<file path="src/rtl/vga_frame_reader.sv">
// 640x480@60 VGA timing generator and frame-buffer reader.
// Linear read addresses out, registered RGB444/sync/DE pins two clocks later.
module vga_frame_reader #(
  parameter int H_ACTIVE = 640,
  parameter int H_FP     = 16,
  parameter int H_SYNC   = 96,
  parameter int H_BP     = 48,
  parameter int V_ACTIVE = 480,
  parameter int V_FP     = 10,
  parameter int V_SYNC   = 2,
  parameter int V_BP     = 33,
  parameter bit SYNC_POL = 1'b0
) (
  input  logic        clk,
  input  logic        rst_n,
  output logic [18:0] rd_addr,
  output logic        rd_en,
  input  logic [11:0] rd_data,
  output logic [3:0]  vga_r,
  output logic [3:0]  vga_g,
  output logic [3:0]  vga_b,
  output logic        vga_hsync,
  output logic        vga_vsync,
  output logic        vga_de,
  output logic        frame_start
);

  localparam int H_TOTAL = H_ACTIVE + H_FP + H_SYNC + H_BP;
  localparam int V_TOTAL = V_ACTIVE + V_FP + V_SYNC + V_BP;
  localparam int HW = $clog2(H_TOTAL);
  localparam int VW = $clog2(V_TOTAL);

  localparam logic [HW-1:0] H_VIS  = HW'(H_ACTIVE);
  localparam logic [HW-1:0] H_SS   = HW'(H_ACTIVE + H_FP);
  localparam logic [HW-1:0] H_SE   = HW'(H_ACTIVE + H_FP + H_SYNC);
  localparam logic [HW-1:0] H_LAST = HW'(H_TOTAL - 1);
  localparam logic [VW-1:0] V_VIS  = VW'(V_ACTIVE);
  localparam logic [VW-1:0] V_SS   = VW'(V_ACTIVE + V_FP);
  localparam logic [VW-1:0] V_SE   = VW'(V_ACTIVE + V_FP + V_SYNC);
  localparam logic [VW-1:0] V_LAST = VW'(V_TOTAL - 1);

  typedef struct packed {
    logic vis;
    logic hs;
    logic vs;
    logic sof;
  } tim_t;

  logic          run;
  logic [HW-1:0] h;
  logic [VW-1:0] v;
  logic          h_end;
  logic          v_end;
  tim_t          s0;
  tim_t          s1;

  assign h_end = (h == H_LAST);
  assign v_end = (v == V_LAST);

  // run holds stage 0 idle until the first edge after reset,
  // so (0,0) is presented in the first post-reset cycle.
  always_comb begin
    s0     = '0;
    s0.vis = run && (h < H_VIS) && (v < V_VIS);
    s0.hs  = run && (h >= H_SS) && (h < H_SE);
    s0.vs  = run && (v >= V_SS) && (v < V_SE);
    s0.sof = run && (h == '0) && (v == '0);
  end

  assign rd_en = s0.vis;

  always_ff @(posedge clk or negedge rst_n) begin
    if (!rst_n) begin
      run     <= 1'b0;
      h       <= '0;
      v       <= '0;
      rd_addr <= '0;
    end else begin
      run <= 1'b1;
      if (run) begin
        if (h_end) begin
          h <= '0;
          v <= v_end ? '0 : v + 1'b1;
        end else begin
          h <= h + 1'b1;
        end
        if (h_end && v_end) begin
          rd_addr <= '0;
        end else if (s0.vis) begin
          rd_addr <= rd_addr + 19'd1;
        end
      end
    end
  end

  always_ff @(posedge clk or negedge rst_n) begin
    if (!rst_n) begin
      s1 <= '0;
    end else begin
      s1 <= s0;
    end
  end

  always_ff @(posedge clk or negedge rst_n) begin
    if (!rst_n) begin
      vga_r       <= '0;
      vga_g       <= '0;
      vga_b       <= '0;
      vga_de      <= 1'b0;
      vga_hsync   <= ~SYNC_POL;
      vga_vsync   <= ~SYNC_POL;
      frame_start <= 1'b0;
    end else begin
      {vga_r, vga_g, vga_b} <= s1.vis ? rd_data : 12'h000;
      vga_de      <= s1.vis;
      vga_hsync   <= s1.hs ? SYNC_POL : ~SYNC_POL;
      vga_vsync   <= s1.vs ? SYNC_POL : ~SYNC_POL;
      frame_start <= s1.sof;
    end
  end

endmodule

</file>
<file path="config.mk">
export PLATFORM = sky130hd
export DESIGN_NAME = vga_frame_reader
export DESIGN_NICKNAME = d
export VERILOG_FILES = /design/src/rtl/vga_frame_reader.sv
export SDC_FILE = /design/constraint.sdc
export NUM_CORES = 1
export LEC_CHECK = 0
export CAP_MARGIN = 20
export CORE_ASPECT_RATIO = 0.5
export CORE_MARGIN = 8
export CORE_UTILIZATION = 35
export DETAILED_ROUTE_END_ITERATION = 12
export SETUP_SLACK_MARGIN = 0.3
export SLEW_MARGIN = 20
export SYNTH_ARGS = -nofsm -noshare
export SYNTH_HDL_FRONTEND = slang
export SYNTH_SLANG_ARGS = --single-unit
</file>
<file path="constraint.sdc">
create_clock -name clk -period 4.85 [get_ports clk]
set_input_delay 0.97 -clock clk [delete_from_list [all_inputs] [get_ports clk]]
set_output_delay 0.97 -clock clk [all_outputs]
set_load 0.01 [all_outputs]
</file>
## Word-level counts from Yosys, hierarchy flattened

Cells that the tools add are included.

| operators by class | value |
|---|---|
| muxes and demuxes | 7 |
| multiply operators | 0 |
| reduce and logical (&&, ||, !) cells | 14 |
| divide/modulo/power cells | 0 |
| $lt $le $gt $ge | 6 |
| shift-type cells | 0 |
| eq/ne operators | 2 |
| bitwise operators | 0 |
| add/subtract/negate cells | 3 |

Operators with widths:

| cell | count |
|---|---|
| 2-to-1 mux 19 bit | 2 |
| adder 10 x 1 -> 10 bit, second input constant | 2 |
| == test 10 bit, second input constant | 2 |
| zero test 10 bit | 2 |
| less-than comparator 10 bit, second input constant | 2 |
| less-than comparator 10 x 9 -> 1 bit, second input constant | 2 |
| 2-to-1 mux 10 bit | 2 |
| adder 19 x 1 -> 19 bit, second input constant | 1 |
| 2-to-1 mux 12 bit | 1 |
| greater-or-equal comparator 10 bit, second input constant | 1 |
| greater-or-equal comparator 10 x 9 -> 1 bit, second input constant | 1 |
| logical AND 1 bit | 9 |
| AND reduction 2 bit | 2 |
| 2-to-1 mux 1 bit | 2 |
| nonzero test 2 bit | 1 |

| word-level totals | value |
|---|---|
| input bits | 14 |
| word-level logic and storage cells | 47 |
| bits in latches | 0 |
| memories | 0 |
| output and inout port bits | 36 |
| RAM bits | 0 |
| memory bits (read-only) | 0 |
| register bits | 60 |

## Depth between registers and ports, before layout

| logic depth | value |
|---|---|
| depth after elaboration | 5 |
| gate-level depth with buffers | 7 |
| depth with buffers taken out | 5 |

## Least setup slack after synthesis

Ideal clock, no wire load.

| timing | value |
|---|---|
| path kind | register -> output |
| from | reg v[5] |
| to | out rd_en |
| arrival | 1,287 ps |
| data required time | 3,880 ps |
| stages on the path, launching flop included | 6 |
| setup slack | 2,593 ps |
| buffers on the path | 2 |
| cell sequence | dfrtp_1 -> clkbuf_1 -> nand4_1 -> nand3_1 -> buf_2 -> clkinv_1 |

| on the way | value |
|---|---|
| longest elaborated chain between the ends | 2 |

RTL lines:

| element | RTL line | source |
|---|---|---|
| start: declaration | 51 | `logic [VW-1:0] v;` |
| start signal: assignment | 83 | `v <= v_end ? '0 : v + 1'b1;` |
| less-than comparator 10 x 9 -> 1 bit | 64 | `s0.vis = run && (h < H_VIS) && (v < V_VIS);` |
| logical AND 1 bit | 64 |  |
| end: declaration | 17 | `output logic rd_en,` |

Every way passes these cells.

## Worst setup path in the final report

| timing | value |
|---|---|
| from | reg h[8] |
| to | out rd_en |

| on the way | value |
|---|---|
| longest elaborated chain between the ends | 3 |

RTL lines:

| element | RTL line | source |
|---|---|---|
| start: declaration | 50 | `logic [HW-1:0] h;` |
| start signal: assignment | 85 | `h <= h + 1'b1;` |
| less-than comparator 10 bit | 64 |  |
| logical AND 1 bit (2 in a row) | 64 |  |

Every way passes these cells.

==> impl_metrics.py <==
metrics = {
    "die": {
        "die-height_um": 80.3,
        "io-pin-count": 50,
        "dieArea_mm2": 0.0116,
        "dieWidth_um": 145,
        "start_util_pct": 36.1,
        "std_cell_rows": 23,
        "coreArea_mm2": 0.00800,
    },
    "place": {
        "place.gp.congestion": 0.837,
        "io_buffers": 49,
        "placed_cells": 434,
        "placed_area_mm2": 0.00348,
        "dpl.hpwl_um": 4960,
    },
    "yosys": {
        "yosys_warnings": 0,
        "synthArstFlopShare_pct": 100,
        "synth_area_leaders": "dfrtp_1, nand3_1, and2_1, nand4_1, o21ai_0",
        "synth_ff_type": "dfrtp_1",
        "ys_ff_latch": 60,
        "synth_top_cell_area_share_pct": 50.2,
        "synth.most_common_cell": "dfrtp_1",
        "synth_edf_count": 0,
        "yosys.area.top_type": "dfrtp_1",
        "avgSynthCellArea_um2": 10.3,
        "synth_area_mm2": 0.00289,
        "postSynthCellCount": 281,
        "yosys.cell_types.count": 51,
        "ys_seq_area_share_pct": 52.0,
        "syn_nets": 300,
        "synth_common_cells": "dfrtp_1, nand2_1, nand3_1",
    },
    "pwr": {
        "irDropWorstVdd_v": 0.000167,
        "p_per_area_mw_per_mm2": 393,
        "finalPower_uw": 1480,
        "p_leak_uw": 0.00156,
    },
    "flow_run": {
        "cap_violations": 0,
    },
    "sta": {
        "holdWs_ps": 351,
        "fmax_ghz": 0.286,
        "post-route-min-period_ps": 3490,
        "slew_violations": 0,
        "min_period_over_period_pct": 72.0,
        "finalHoldViolations": 0,
        "finalSetupViolations": 0,
        "setup_tns_ps": 0,
        "grt_setup_unrepaired": "no",
        "tightest_slew_ps": 640,
        "slew_headroom_pct": 57.3,
        "clock_skew_ps": 5.09,
    },
    "layout": {
        "drive_above_1_share_pct": 10.1,
        "nNetsFinal": 352,
        "n_antenna_cell": 0,
        "fin_cells": 450,
        "fill_cells": 757,
        "syn_to_final_growth_pct": 30.3,
        "final_cell_area_mm2": 0.00377,
    },
    "worst_hold_path": {
        "holdPathStages": 0,
        "hold_class": "reg2reg",
        "min_to": "frame_start",
        "hold_path.startpoint": "s1[0]",
    },
    "clock_network": {
        "cts_tree": "built",
        "clkSinkCount": 60,
        "htreeDepth": 3,
        "cts_hold_buf": 0,
        "cts-resized-gates": 0,
        "root_buffer": "clkbuf_16",
        "cts_inserted_buffers": 9,
        "insertion_delay_ps": 330,
        "clkTransAtPathRegs_ps": 50,
        "ctsLongestPathBuffers": 2,
        "postCtsSetupRepairBufs": 0,
    },
    "global_routing": {
        "grt_pass1_vias": 2219,
        "grtUsageMet1_pct": 15.9,
        "groute.layer.met2.usage_pct": 20.8,
        "grt_pass1_wl_um": 11600,
        "use_met3_pct": 4.20,
        "grt_usage_pct": 12.8,
        "top_usage_layer": "met2",
        "antenna_found_initial": 0,
        "grt_max_degree": 51,
        "grt.overflow.total": 0,
    },
    "worst_setup_path": {
        "critPathSlowestCell": "clkdlybuf4s50_1",
        "r2r_slack_ps": 2430,
        "r2r_start": "v[4]",
        "path_class": "reg2out",
        "worstReg2RegEnd": "rd_addr[2]",
        "endpoint_kind": "primary output",
        "cp.required_ps": 3880,
        "cp.arrival_ps": 2520,
        "r2r_cells": 4,
        "critPathMaxFanout": 13,
        "worst_path_largest_cell_delay_ps": 600,
        "critPathLaunchType": "flip-flop",
        "crit_path_cell_trace": "o21ai_0 > nand3_1 > clkinv_1 > clkdlybuf4s50_1",
    },
    "detailed_routing": {
        "drc": 0,
        "first_iter_violations": 136,
        "dr_total_vias": 2409,
        "ant_nets": 0,
        "dr.pass1.iters": 5,
        "routed_via_density": 5.35,
        "wl_per_cell_um": 15.4,
        "wl_um": 6920,
    },
    "status": {
        "status": "completed",
    },
}
[sequential cells by signal, indices dropped and copies added, names as in the netlist]
name / flops
frame_start: 1
h: 10
rd_addr: 19
run: 1
s1: 4
v: 10
vga_b: 4
vga_de: 1
vga_g: 4
vga_hsync: 1
vga_r: 4
vga_vsync: 1
[through the flow]
stage                     util (%)  setup slack [ps]
after floorplan                  -              2590
after global placement        43.5              1780
after detailed placement      43.5              1690
after CTS                     47.1              1340
after global routing          47.1              1140
final                         47.1              1360
[routing by layer]
metal | vias up | part of all wire (%)
met5 | - | 0
met4 | 0 | 1.3
met1 | 1184 | 44
met2 | 81 | 48
met3 | 10 | 6.8
li1 | 1134 | -
[critical path, delay by kind of cell (launching register included)]
| family | cells | cell delay (ps) |
|---|---|---|
| AOI/OAI and AO/OA | 1 | 360 |
| buffers and inverters | 2 | 950 |
| DFF | 1 | 450 |
| and+or+nand+nor | 1 | 440 |
[power breakdown]
group	total (µW)	internal, µW	switching (µW)
Combinational	243	121	122
Sequential	644	553	91.0
Clock	593	386	207
[worst max-delay path by stage]
stage,from,endpoint,slack [ps]
2_1_floorplan,v[5],rd_en,2590
5_1_grt,v[5],rd_en,1140
4_1_cts,h[8],rd_en,1340
3_3_place_gp,h[7],rd_en,1780
3_5_place_dp,h[7],rd_en,1690
6_report,h[8],rd_en,1360
[cell families after synthesis]
| kind of cell | Yosys count | synth area share (%) |
|---|---|---|
| other | 1 | 0.130 |
| AO/OA/AOI/OAI | 47 | 10.8 |
| multiplexers | 5 | 1.82 |
| buffers and inverters | 25 | 3.46 |
| adder cells (fa/ha/maj) | 5 | 2.16 |
| XOR/XNOR | 12 | 3.64 |
| AND/OR/NAND/NOR | 126 | 25.9 |
| flip-flops | 60 | 52.0 |
[cell type report]
cell class / count / area, µm² / share of cell area (%)
sequential: 60 / 1500 / 39.9
multi-input combinational: 196 / 1290 / 34.2
timing repair buffer: 50 / 493 / 13.1
clock buffer: 15 / 278 / 7.38
tap: 112 / 140 / 3.72
inverter: 16 / 60.1 / 1.59
clock inverter: 1 / 5.00 / 0.133
[cells in the final DEF, fill, tap and decap left out, drive strengths merged, types with 8 or more instances in the layout]
master | synthesis | final
clkbuf | 6 | 15
and2 | 13 | 13
a21oi | 8 | 8
clkdlybuf4s50 | 0 | 48
nand4 | 14 | 14
nand2 | 19 | 19
nand3 | 18 | 18
o21ai | 16 | 16
inv | 15 | 15
dfrtp | 58 | 58
nor2 | 14 | 14
Power figures use the tool's default switching activity.
